### config.mk
export PLATFORM = sky130hd
export DESIGN_NAME = gray2bin_tracker
export DESIGN_NICKNAME = d
export VERILOG_FILES = /design/src/rtl/gray_pkg.sv /design/src/rtl/gray2bin_comb.sv /design/src/rtl/gray2bin_tracker.sv
export SDC_FILE = /design/constraint.sdc
export NUM_CORES = 1
export LEC_CHECK = 0
export BUFFER_PORTS_ARGS = -buffer_cell sky130_fd_sc_hd__buf_4
export CAP_MARGIN = 5
export CELL_PAD_IN_SITES_DETAIL_PLACEMENT = 1
export CELL_PAD_IN_SITES_GLOBAL_PLACEMENT = 1
export CORE_ASPECT_RATIO = 1.4
export CORE_MARGIN = 10
export CORE_UTILIZATION = 42
export DETAILED_ROUTE_END_ITERATION = 8
export HOLD_SLACK_MARGIN = 0.15
export PLACE_DENSITY_LB_ADDON = 0.1
export SYNTH_ARGS = -nofsm -noshare
export SYNTH_HDL_FRONTEND = slang
export SYNTH_SLANG_ARGS = --single-unit
### constraint.sdc
create_clock -name clk -period 5.6 [get_ports clk]
set_clock_uncertainty 0.05 [all_clocks]
set_input_delay 0.28 -clock clk [delete_from_list [all_inputs] [get_ports clk]]
set_output_delay 0.28 -clock clk [all_outputs]
set_load 0.01 [all_outputs]
### src/rtl/gray_pkg.sv
`default_nettype none
// +--------------------------------------------------------------------+
// | gray_pkg : shared types, defaults and Gray-to-binary helper        |
// | Rev 1.0                                                            |
// +--------------------------------------------------------------------+
package gray_pkg;

  localparam int W_DEFAULT     = 4;
  localparam int REV_W_DEFAULT = 8;
  localparam int W_MAX         = 16;

  typedef enum logic [1:0] {
    INIT  = 2'd0,
    TRACK = 2'd1,
    ERROR = 2'd2
  } state_t;

  // Binary bit i is the XOR of all Gray bits from i upward.
  function automatic logic [W_MAX-1:0] gray2bin(input logic [W_MAX-1:0] g);
    logic [W_MAX-1:0] b;
    for (int i = 0; i < W_MAX; i++) begin
      b[i] = ^(g >> i);
    end
    return b;
  endfunction

endpackage
`default_nettype wire

### src/rtl/gray2bin_comb.sv
`default_nettype none
// +--------------------------------------------------------------------+
// | gray2bin_comb : purely combinational W-bit Gray-to-binary convert  |
// | Rev 1.0                                                            |
// +--------------------------------------------------------------------+
module gray2bin_comb #(
  parameter int W = 4
) (
  input  logic [W-1:0] g,
  output logic [W-1:0] b
);

  for (genvar i = 0; i < W; i++) begin : g_bit
    assign b[i] = ^(g >> i);
  end

endmodule
`default_nettype wire

### src/rtl/gray2bin_tracker.sv
`default_nettype none
// +--------------------------------------------------------------------+
// | gray2bin_tracker : Gray sample -> binary position, step/dir/wrap   |
// | Optional parity check enabled by GRAY2BIN_PARITY_EN. Rev 1.0       |
// +--------------------------------------------------------------------+
module gray2bin_tracker
  import gray_pkg::*;
#(
  parameter int W     = W_DEFAULT,
  parameter int REV_W = REV_W_DEFAULT
) (
  input  logic             clk,
  input  logic             rst_n,
  input  logic [W-1:0]     g_in,
  input  logic             g_valid,
  input  logic             clr_err,
`ifdef GRAY2BIN_PARITY_EN
  input  logic             g_par,
  output logic             par_err,
`endif
  output logic [W-1:0]     b_out,
  output logic             b_valid,
  output logic             step,
  output logic             dir,
  output logic             step_err,
  output logic             err_flag,
  output logic [REV_W-1:0] rev_cnt
);

  state_t             state_q, state_d;
  logic [W-1:0]       g_q, g_d;
  logic               v1_q, v1_d;
  logic [W-1:0]       b_out_q, b_out_d;
  logic               b_valid_q, b_valid_d;
  logic               step_q, step_d;
  logic               dir_q, dir_d;
  logic               step_err_q, step_err_d;
  logic               err_flag_q, err_flag_d;
  logic [REV_W-1:0]   rev_cnt_q, rev_cnt_d;

  logic [W-1:0]       w_b_new;
  logic [W-1:0]       w_diff;
  logic               w_up, w_dn, w_same, w_bad, w_illegal, w_eval;

  gray2bin_comb #(.W(W)) u_conv (
    .g (g_q),
    .b (w_b_new)
  );

`ifdef GRAY2BIN_PARITY_EN
  logic par_bad_q, par_bad_d;
  logic par_err_q, par_err_d;

  // Even parity over {g_par, g_in}: an odd total marks a corrupt sample.
  assign par_bad_d = g_valid & (^{g_par, g_in});
  assign par_err_d = v1_q & par_bad_q;
  assign w_bad     = par_bad_q;
  assign par_err   = par_err_q;

  always_ff @(posedge clk) begin
    if (!rst_n) begin
      par_bad_q <= 1'b0;
      par_err_q <= 1'b0;
    end else begin
      par_bad_q <= par_bad_d;
      par_err_q <= par_err_d;
    end
  end
`else
  assign w_bad = 1'b0;
`endif

  assign g_d       = g_valid ? g_in : g_q;
  assign v1_d      = g_valid;
  assign w_diff    = w_b_new - b_out_q;
  assign w_up      = (w_diff == W'(1));
  assign w_dn      = (w_diff == {W{1'b1}});
  assign w_same    = (w_diff == '0);
  assign w_illegal = w_bad | ~(w_up | w_dn | w_same);
  // A clr_err on the completing edge suppresses any step evaluation.
  assign w_eval    = v1_q & ~clr_err;

  always_ff @(posedge clk) begin
    if (!rst_n) begin
      state_q <= INIT;
    end else begin
      state_q <= state_d;
    end
  end

  always_comb begin
    state_d = state_q;
    if (clr_err) begin
      state_d = INIT;
    end else if (v1_q) begin
      unique case (state_q)
        INIT:    state_d = w_bad ? ERROR : TRACK;
        TRACK:   state_d = w_illegal ? ERROR : TRACK;
        ERROR:   state_d = ERROR;
        default: state_d = INIT;
      endcase
    end
  end

  always_comb begin
    b_out_d    = v1_q ? w_b_new : b_out_q;
    b_valid_d  = v1_q;
    step_d     = 1'b0;
    step_err_d = 1'b0;
    dir_d      = dir_q;
    err_flag_d = err_flag_q;
    rev_cnt_d  = rev_cnt_q;
    if (w_eval) begin
      unique case (state_q)
        INIT: begin
          step_err_d = w_bad;
        end
        TRACK: begin
          if (w_illegal) begin
            step_err_d = 1'b1;
          end else if (w_up) begin
            step_d = 1'b1;
            dir_d  = 1'b1;
            if (&b_out_q) rev_cnt_d = rev_cnt_q + REV_W'(1);
          end else if (w_dn) begin
            step_d = 1'b1;
            dir_d  = 1'b0;
            if (~|b_out_q) rev_cnt_d = rev_cnt_q - REV_W'(1);
          end
        end
        default: ;
      endcase
    end
    if (step_err_d) err_flag_d = 1'b1;
    if (clr_err) begin
      err_flag_d = 1'b0;
      rev_cnt_d  = '0;
    end
  end

  always_ff @(posedge clk) begin
    if (!rst_n) begin
      g_q        <= '0;
      v1_q       <= 1'b0;
      b_out_q    <= '0;
      b_valid_q  <= 1'b0;
      step_q     <= 1'b0;
      dir_q      <= 1'b0;
      step_err_q <= 1'b0;
      err_flag_q <= 1'b0;
      rev_cnt_q  <= '0;
    end else begin
      g_q        <= g_d;
      v1_q       <= v1_d;
      b_out_q    <= b_out_d;
      b_valid_q  <= b_valid_d;
      step_q     <= step_d;
      dir_q      <= dir_d;
      step_err_q <= step_err_d;
      err_flag_q <= err_flag_d;
      rev_cnt_q  <= rev_cnt_d;
    end
  end

  assign b_out    = b_out_q;
  assign b_valid  = b_valid_q;
  assign step     = step_q;
  assign dir      = dir_q;
  assign step_err = step_err_q;
  assign err_flag = err_flag_q;
  assign rev_cnt  = rev_cnt_q;

endmodule
`default_nettype wire
==> results of run 1 <==
==> power by group <==
| part | leakage, uW | internal [uW] | switching, uW |
|---|---|---|---|
| Combinational | 0.000485 | 54.9 | 78.0 |
| Sequential | 0.000195 | 175 | 6.15 |
| Clock | 0.0000357 | 95.5 | 56.6 |
==> logic make-up after synthesis <==
group,synth area share
AO/OA/AOI/OAI,0.2028
XOR/XNOR,0.07224
adder cells (fa/ha/maj),0.1062
multiplexers,0.06875
buffers and inverters,0.03133
flip-flops,0.3342
AND/OR/NAND/NOR,0.1845
==> sequential cells by signal (all words and copies together) (netlist names) <==
signal	flops
err_flag	1
b_valid	1
b_out	4
dir	1
b_valid_d	1
rev_cnt	8
g_q	4
state_q	2
step	1
step_err	1
==> final timing paths <==
| kind | to | slack (ns) | depth (start not counted) |
|---|---|---|---|
| max | rev_cnt[7]$_SDFFE_PP0P_ | 1.03 | 15 |
| min | g_q[1]$_SDFFE_PN0P_ | 0.23 | 3 |
| max reg2reg | rev_cnt[7]$_SDFFE_PP0P_ | 1.03 | 15 |
| min reg2reg | err_flag$_SDFFE_PP0P_ | 0.43 | 1 |
==> cell type report <==
type | count | area [um^2]
Clock buffer | 3 | 41.29
Multi-Input combinational cell | 119 | 912.1
Fill cell | 392 | 1630
Inverter | 6 | 22.52
Clock inverter | 1 | 30.03
Sequential cell | 24 | 480.5
Tap cell | 40 | 50.05
Timing Repair Buffer | 24 | 180.2
==> synthesized netlist by cell type, types with 2 or more instances <==
| cell type | count |
|---|---|
| o21a_1 | 2 |
| xor2_1 | 3 |
| nand3_1 | 8 |
| o211a_1 | 2 |
| inv_1 | 6 |
| a21oi_1 | 13 |
| xnor2_1 | 7 |
| o21ai_1 | 6 |
| a21o_2 | 2 |
| nand2_1 | 3 |
| clkbuf_1 | 3 |
| o21ai_0 | 6 |
| fa_1 | 2 |
| dfxtp_1 | 24 |
| nor2_1 | 7 |
| nor2b_1 | 11 |
| and2_1 | 4 |
| mux2i_1 | 7 |
| or3_1 | 2 |
| a211oi_2 | 2 |
| o21bai_1 | 2 |
| ha_1 | 9 |
==> tightest hold or removal path, delay by kind of cell <==
kind                   cells  cell delay, ns
and+or+nand+nor            1            0.10
buffers and inverters      1            0.08
muxes                      1            0.05
==> metal layers <==
layer / global-route usage / share of wire / vias to the layer above
met5: 0 / 0 / -
met4: 0.04404 / 0.022 / 0
met3: 0.02889 / 0.040 / 6
met2: 0.2517 / 0.59 / 22
met1: 0.1040 / 0.35 / 581
li1: - / - / 592
==> through the flow <==
| stage | total power, uW | area [um^2] | hold slack (ns) |
|---|---|---|---|
| after global routing | 493.2 | 1717 | 0.2321 |
| after floorplan | 285.9 | 1438 | 0.3582 |
| final | 466.3 | 1717 | 0.2336 |
| after global placement | 312.5 | 1645 | 0.4049 |
| after detailed placement | 318.3 | 1645 | 0.4184 |
| after CTS | 471.9 | 1717 | 0.2271 |
==> impl_metrics.py, run 1 <==
metrics = {
    "outcome": {
        "status": "completed",
    },
    "worst_setup_path": {
        "cp_num_buf_inv": 0,
        "end_kind": "flip-flop",
        "critical_path_class": "reg -> reg",
        "critPathMaxFanout": 11,
        "crit_chain": "xnor2_1 -> xnor2_1 -> xnor2_1 -> ha_1 -> fa_1 -> xnor2_2 -> nor4_4 -> o21ai_2 -> ha_1 -> a21oi_1 -> o21ai_0 -> a2111oi_0 -> o21ai_0 -> a211oi_2 -> mux2i_1",
        "arrival_ns": 4.71,
        "crit_path_max_incr_delay_ns": 0.48,
        "cp_top_family": "compound AO/OA/AOI/OAI gates",
        "cp_common_cell": "xnor2_1",
        "timing.rr.start": "g_q[3]$_SDFFE_PN0P_",
        "crit_slowest_cell": "o21ai_2",
        "startpoint": "g_q[3]$_SDFFE_PN0P_",
        "cp-start-kind": "flip-flop",
        "crit_required_ns": 5.74,
    },
    "synthesis": {
        "syn_area_um2": 1438,
        "syn_nets": 172,
        "synth_largest_area_cell": "dfxtp_1",
        "yosysUniqueCellTypes": 44,
        "ys_warn_count": 0,
        "synth.ff_latch_count": 24,
        "synth_flop_cell": "dfxtp_1",
        "synthArstFlopShare": 0,
        "synthCells": 153,
        "yosysTopAreaCellShare": 0.3342,
        "ys_seq_area_frac": 0.3342,
        "syn_area_per_cell_um2": 9.396,
        "yosys-top-cells-area": "dfxtp_1 (33%), ha_1 (7.8%), mux2i_1 (4.9%)",
        "synth-edff-count": 0,
    },
    "clock_tree": {
        "cts_tree": "yes",
        "cts.sinks": 24,
        "cts_root_buf": "clkbuf_8",
        "postCtsSetupRepairBufs": 0,
        "cts.htree.levels": 1,
        "cts_resized": 0,
        "clk_latency_ns": 0.26,
        "hold_buffers": 0,
        "cts_buffers": 3,
        "clkSlewWorstSetupHoldPaths_ns": 0.09,
        "clockBufferDepth": 2,
    },
    "global_routing": {
        "grt_overflow_total": 0,
        "grt_first_pass_wirelength_um": 6175,
        "grt_pass1_vias": 1334,
        "grt_max_degree": 15,
        "track_usage": 0.1189,
        "antenna_found_initial": 0,
    },
    "final_layout": {
        "fin_util": 0.5129,
        "drive_above_1_share": 0.2260,
        "nets": 197,
        "antennaDiodeCount": 0,
        "layoutNonFillerInstCount": 217,
        "syn2layout_area_growth_pct": 19.41,
        "layout_common_cells": "dfxtp_1 (24), buf_4 (24), a21oi_1 (13)",
    },
    "floorplanning": {
        "core_area_um2": 3347,
        "initial_core_util": 0.4295,
        "dieWidth_um": 69.45,
        "die_y_um": 89.23,
        "rows": 25,
        "die-area_um2": 6196,
        "io_pins": 25,
    },
    "sta": {
        "rsz0062_at_grt": "false",
        "timing.fmax_ghz": 0.2188,
        "slew_headroom": 0.6307,
        "worst_slack_ns": 1.030,
        "report.final.slew_viol_count": 0,
        "min_period_over_period": 0.8160,
        "hold_violations": 0,
        "min_period_ns": 4.570,
        "worst_pin_slew_ns": 0.5539,
        "setup_viol": 0,
        "tns_ns": 0,
    },
    "placed_design": {
        "dpl.hpwl_um": 3038,
        "place_congestion": 0.8265,
        "place_ws_ns": 1.049,
        "place_inst": 213,
        "port_buffers": 24,
    },
    "hold_path": {
        "hold_path.class": "in -> reg",
        "worstHoldStart": "g_in[1]",
    },
    "power": {
        "vdd_drop_max_v": 0.0001380,
        "power.density_nw_per_um2": 271.6,
        "power.leakage_uw": 0.0007158,
    },
    "drt": {
        "via_per_inst": 5.535,
        "drc": 0,
        "first_iter_violations": 31,
        "num_vias": 1201,
        "wl_per_cell_um": 16.92,
        "first_pass_iters": 4,
        "wl_um": 3672,
        "ant_nets": 0,
    },
    "flow_run": {
        "max-cap-violations": 0,
    },
}
No activity file was read; power rests on OpenSTA's default activity.
==> run 2, diff against run 1 <==
CORE_UTILIZATION = 38   (was 42)
clock period = 4.1 ns   (was 5.6 ns; I/O delays follow)
==> run 2 against run 1 <==
  * Final area is 5.8% higher
  * Clock power is 39% higher
  * Combinational power is 56% higher
  * Via count is 2.6% higher
  * Sequential share of layout area is 1.5 points lower
  * Fmax is 21% higher
  * Non-clock buffer count is 9 higher
  * First-iteration DRC count is 140% higher
  * Sequential cell count stayed put
  * Cell count is 5.1% higher
  * Power is 43% higher
  * Global-route usage is 0.41 points lower
  * Largest cell class unchanged
  * Largest power group unchanged
==> impl_metrics.py, run 2 (synthesis results as in run 1) <==
metrics = {
    "global_routing": {
        "grt_overflow_total": 0,
        "grt_first_pass_wirelength_um": 6465,
        "antenna_found_initial": 0,
        "track_usage": 0.1148,
        "grt_pass1_vias": 1374,
        "grt_max_degree": 15,
    },
    "sta": {
        "worst_pin_slew_ns": 0.4601,
        "slew_headroom": 0.6872,
        "setup_viol": 0,
        "report.final.slew_viol_count": 0,
        "tns_ns": 0,
        "rsz0062_at_grt": "false",
        "timing.fmax_ghz": 0.2649,
        "worst_slack_ns": 0.3244,
        "hold_violations": 0,
        "min_period_over_period": 0.9209,
        "min_period_ns": 3.776,
    },
    "power": {
        "p_sw_uw": 203.9,
        "clockPowerShare": 0.318,
        "total_power_uw": 666.3,
        "power.leakage_uw": 0.0007703,
        "power.density_nw_per_um2": 366.7,
        "p_int_uw": 462.4,
        "vdd_drop_max_v": 0.0002740,
        "p_sw_frac": 0.3060,
        "pwr-share-seq": 0.371,
        "p_comb_frac": 0.311,
    },
    "worst_setup_path": {
        "cp_common_cell": "xnor2_2",
        "startpoint": "g_q[2]$_SDFFE_PN0P_",
        "r2r_setup_slack_ns": 0.32,
        "crit_slowest_cell": "a2111oi_2",
        "timing.rr.start": "g_q[2]$_SDFFE_PN0P_",
        "end_kind": "flip-flop",
        "crit_path_max_incr_delay_ns": 0.39,
        "critPathMaxFanout": 5,
        "crit_required_ns": 4.25,
        "cp-start-kind": "flip-flop",
        "crit_chain": "xnor2_2 -> xnor2_2 -> xnor2_1 -> ha_1 -> fa_2 -> xnor2_2 -> nor4_4 -> o21ai_2 -> buf_4 -> ha_1 -> inv_1 -> nor2_1 -> a2111oi_2 -> o21ai_1 -> a211oi_2 -> mux2i_1",
        "arrival_ns": 3.93,
        "critical_path_class": "reg -> reg",
    },
    "final_layout": {
        "layoutNonFillerInstCount": 228,
        "fill_cells": 448,
        "antennaDiodeCount": 0,
        "layout_commonest_cell": "buf_4",
        "syn2layout_area_growth_pct": 26.37,
        "nets": 206,
        "largest_reg_flops": 8,
        "layout_common_cells": "buf_4 (32), dfxtp_1 (24), a21oi_1 (12)",
        "drive_above_1_share": 0.2849,
    },
    "drt": {
        "ant_nets": 0,
        "num_vias": 1232,
        "first_iter_violations": 75,
        "wl_per_cell_um": 16.56,
        "drc": 0,
        "wl_um": 3776,
        "via_per_inst": 5.404,
        "first_pass_iters": 4,
    },
    "clock_tree": {
        "cts.htree.levels": 1,
        "cts_root_buf": "clkbuf_8",
        "clockBufferDepth": 2,
        "cts_buffers": 3,
        "cts_tree": "yes",
        "clkSlewWorstSetupHoldPaths_ns": 0.09,
        "clk_latency_ns": 0.27,
        "cts.sinks": 24,
    },
    "floorplanning": {
        "initial_core_util": 0.3946,
        "rows": 26,
        "dieWidth_um": 71.99,
        "core_area_um2": 3643,
        "die-area_um2": 6678,
        "io_pins": 25,
        "die_y_um": 92.78,
    },
    "placed_design": {
        "port_buffers": 24,
        "place_inst": 220,
        "dpl.hpwl_um": 2959,
        "place_congestion": 0.8091,
        "place_ws_ns": 0.003369,
    },
    "outcome": {
        "status": "completed",
    },
    "hold_path": {
        "worstHoldStart": "g_in[1]",
        "hold_path.class": "in -> reg",
    },
    "flow_run": {
        "max-cap-violations": 0,
    },
}
[run 2: cell count changes in the layout (fill, tap and decap cells not counted)]
cell	before	now
a2111oi_2	0	1
fa_2	0	1
xnor2_2	1	3
fa_1	2	1
a21oi_2	1	2
dlygate4sd3_1	0	1
o21ai_1	6	8
xnor2_1	7	5
buf_4	24	32
o21ai_0	6	4
a2111oi_0	1	0
a21oi_1	13	12
[run 2: path summary, 6_finish.rpt]
| check | depth (start not counted) | to |
|---|---|---|
| setup / recovery | 16 | rev_cnt[7]$_SDFFE_PP0P_ |
| hold / removal | 3 | g_q[1]$_SDFFE_PN0P_ |
| setup reg to reg | 16 | rev_cnt[7]$_SDFFE_PP0P_ |
| hold reg to reg | 2 | rev_cnt[7]$_SDFFE_PP0P_ |
[run 2: worst max-delay path, delay by kind of cell, from the launching register on]
| kind | cells | cell delay (ns) |
|---|---|---|
| AOI/OAI and AO/OA | 4 | 0.91 |
| xor gates and xnor gates | 4 | 0.67 |
| adders and majority gates | 3 | 0.88 |
| buffers and inverters | 2 | 0.26 |
| DFF | 1 | 0.34 |
| muxes | 1 | 0.19 |
| and+or+nand+nor | 2 | 0.40 |
[run 2: repair_timing]
item                                    4_1_cts  5_1_grt
pin swaps                                     2        5
endpoints found under the hold margin         1        0
gates resized for setup                       2        6
hold buffers                                  1        0
buffers inserted                              0        3
endpoints found under the setup margin        1        2
[run 2: layout make-up]
cell class / instances / area [um^2] / area share
Timing Repair Buffer: 33 / 250.2 / 0.1377
Inverter: 6 / 22.52 / 0.01240
Clock inverter: 1 / 30.03 / 0.01653
Sequential cell: 24 / 480.5 / 0.2645
Tap cell: 42 / 52.55 / 0.02893
Clock buffer: 3 / 41.29 / 0.02273
Multi-Input combinational cell: 119 / 939.7 / 0.5172
[run 2: per-layer routing]
metal | up-vias | GRT usage | share of wire
met1 | 599 | 0.1195 | 0.38
met4 | 0 | 0.02104 | 0.0090
met2 | 17 | 0.2227 | 0.57
met3 | 4 | 0.02778 | 0.036
met5 | - | 0 | 0
li1 | 612 | - | -
[run 2: per-stage QoR]
step / hold slack, ns / cell area [um^2] / util
2_1_floorplan: 0.2832 / 1438 / -
3_3_place_gp: 0.4022 / 1685 / 0.4626
3_5_place_dp: 0.4184 / 1685 / 0.4626
4_1_cts: 0.1503 / 1775 / 0.4873
5_1_grt: 0.1630 / 1817 / 0.4986
6_report: 0.1501 / 1817 / 0.4986
[run 2: power groups by stage]
stage	clock network, uW	logic (uW)	registers (uW)
after CTS	217	199	247
after global placement	0	187	252
final	212	207	247
after floorplan	0	140	250
after global routing	223	228	248
after detailed placement	0	193	252
==> run 3, diff against run 2 <==
CELL_PAD_IN_SITES_DETAIL_PLACEMENT = not set   (was 1)
CELL_PAD_IN_SITES_GLOBAL_PLACEMENT = not set   (was 1)
CORE_UTILIZATION = 50   (was 38)
PLACE_DENSITY = 0.79   (was not set)
PLACE_DENSITY_LB_ADDON = not set   (was 0.1)
==> run 3 against run 2 <==
  * Sequential share of layout area about the same
  * Via count increased by 2.1%
  * Die area fell by 18%
  * Wire length fell by 6.8%
  * Critical path depth down 1
  * Clock power is essentially flat
  * Hold slack better by 0.033 ns
  * Sequential power about the same
  * Global-route usage is 1.6 points higher
  * Setup slack lost 0.17 ns
  * Clock-buffer cell count did not move
  * Critical endpoint unchanged
  * Largest cell class unchanged
==> impl_metrics.py, run 3 (synthesis results as in run 1) <==
metrics = {
    "power": {
        "total_power_uw": 660.6,
        "vdd_drop_max_v": 0.0002121,
        "power.leakage_uw": 0.0007700,
        "power.density_nw_per_um2": 362.9,
    },
    "drt": {
        "first_pass_iters": 4,
        "via_per_inst": 5.641,
        "ant_nets": 0,
        "wl_um": 3520,
        "first_iter_violations": 24,
        "drc": 0,
        "num_vias": 1258,
        "wl_per_cell_um": 15.78,
    },
    "worst_setup_path": {
        "cp_common_cell": "xnor2_2",
        "crit_required_ns": 4.27,
        "cp-start-kind": "flip-flop",
        "crit_path_max_incr_delay_ns": 0.42,
        "end_kind": "flip-flop",
        "critical_path_class": "reg -> reg",
        "critPathMaxFanout": 6,
        "cp_num_buf_inv": 0,
        "cp_top_family": "compound AO/OA/AOI/OAI gates",
        "arrival_ns": 4.11,
        "crit_chain": "xnor2_2 -> xnor2_2 -> xnor2_1 -> ha_1 -> fa_1 -> xnor2_2 -> nor4_4 -> o21ai_2 -> ha_1 -> a21oi_2 -> o21ai_1 -> a2111oi_2 -> o21ai_1 -> a211oi_2 -> mux2i_1",
        "crit_slowest_cell": "fa_1",
    },
    "sta": {
        "worst_pin_slew_ns": 0.4438,
        "worst_slack_ns": 0.1561,
        "min_period_over_period": 0.9619,
        "hold_violations": 0,
        "setup_viol": 0,
        "min_period_ns": 3.944,
        "timing.fmax_ghz": 0.2536,
        "report.final.slew_viol_count": 0,
        "slew_headroom": 0.7035,
    },
    "floorplanning": {
        "io_pins": 25,
        "initial_core_util": 0.5098,
        "die_y_um": 83.45,
        "rows": 23,
        "core_area_um2": 2820,
        "die-area_um2": 5451,
        "dieWidth_um": 65.32,
    },
    "hold_path": {
        "hold_path.class": "in -> reg",
    },
    "clock_tree": {
        "cts_root_buf": "clkbuf_8",
        "cts.sinks": 24,
        "cts.htree.levels": 1,
        "cts_tree": "yes",
        "clk_latency_ns": 0.28,
        "clockBufferDepth": 2,
        "clkSlewWorstSetupHoldPaths_ns": 0.09,
        "cts_buffers": 3,
    },
    "placed_design": {
        "port_buffers": 24,
        "place_congestion": 0.8217,
        "place_ws_ns": -0.1899,
        "dpl.hpwl_um": 2665,
    },
    "global_routing": {
        "grt_overflow_total": 0,
        "grt_max_degree": 15,
        "grt_first_pass_wirelength_um": 5851,
        "antenna_found_initial": 0,
        "track_usage": 0.1305,
        "grt_pass1_vias": 1364,
    },
    "flow_run": {
        "max-cap-violations": 0,
    },
    "outcome": {
        "status": "completed",
    },
    "final_layout": {
        "layout_common_cells": "buf_4 (29), dfxtp_1 (23), a21oi_1 (11), nor2b_1 (11), ha_1 (9)",
        "syn2layout_area_growth_pct": 26.63,
        "layout_commonest_cell": "buf_4",
        "drive_above_1_share": 0.2742,
        "largest_reg_flops": 8,
        "antennaDiodeCount": 0,
        "nets": 206,
    },
}
==> run 3: cell types whose count changed in the layout (fill, tap and decap cells not counted) <==
cell           delta
a21oi_1           -1
a21oi_2           +1
buf_4             -3
dfxtp_1           -1
dfxtp_2           +1
dlygate4sd3_1     +3
fa_1              +1
fa_2              -1
==> run 3: area by class of cell <==
cell class	instances	area, um^2
multi-input cells	119	940.9
flip-flops and latches	24	481.7
clock inverters	1	30.03
clock buffers	3	41.29
fillers	237	999.7
well taps	37	46.29
inverters	6	22.52
repair buffers	33	257.7
==> run 3: routing by layer <==
layer  GRT usage  vias up  wire length, um
met3     0.03629        7              189
met4     0.06250        0               90
li1            -      611                -
met5           0        -                0
met1      0.1173      608             1292
met2      0.2502       32             1947
==> run 3: timing repair <==
item | 4_1_cts | 5_1_grt
setup buffers | 0 | 1
pin swaps | 1 | 4
cloned | 0 | 0
endpoints found under the hold margin | 4 | 0
hold buffers | 4 | 0
gates resized for setup | 5 | 4
setup endpoints to repair | 2 | 2
==> run 3: worst paths after layout <==
kind                             endpoint  cells after the start  slack [ns]             startpoint
setup / recovery  rev_cnt[7]$_SDFFE_PP0P_                     15        0.16    g_q[2]$_SDFFE_PN0P_
hold / removal        g_q[1]$_SDFFE_PN0P_                      3        0.18                g_in[1]
hold reg to reg     err_flag$_SDFFE_PP0P_                      1        0.42  err_flag$_SDFFE_PP0P_
setup reg to reg  rev_cnt[7]$_SDFFE_PP0P_                     15        0.16    g_q[2]$_SDFFE_PN0P_
==> run 3: per-stage QoR <==
step	hold WS [ns]	setup TNS, ns	std cells	util	instance area (um^2)
global route	0.2078	-0.06761	223	0.6455	1821
finish	0.1835	0	223	0.6455	1821
detailed placement	0.4062	-0.1905	214	0.5927	1672
CTS	0.1793	0	222	0.6375	1798
global placement	0.4005	0	214	0.5927	1672
floorplan	0.2832	0	153	-	1438
==> run 3: worst register-to-register path, delay by kind of cell (launching register included) <==
kind	cells	cell delay [ns]
xor gates and xnor gates	4	0.75
and+or+nand+nor	1	0.30
DFF	1	0.35
AOI/OAI and AO/OA	6	1.26
adders and majority gates	3	0.96
muxes	1	0.20
==> run 3: report_power, final <==
part           internal, uW  switching [uW]
clock network           131            82.4
logic                  88.4             111
registers               239            8.54
total                   459             202
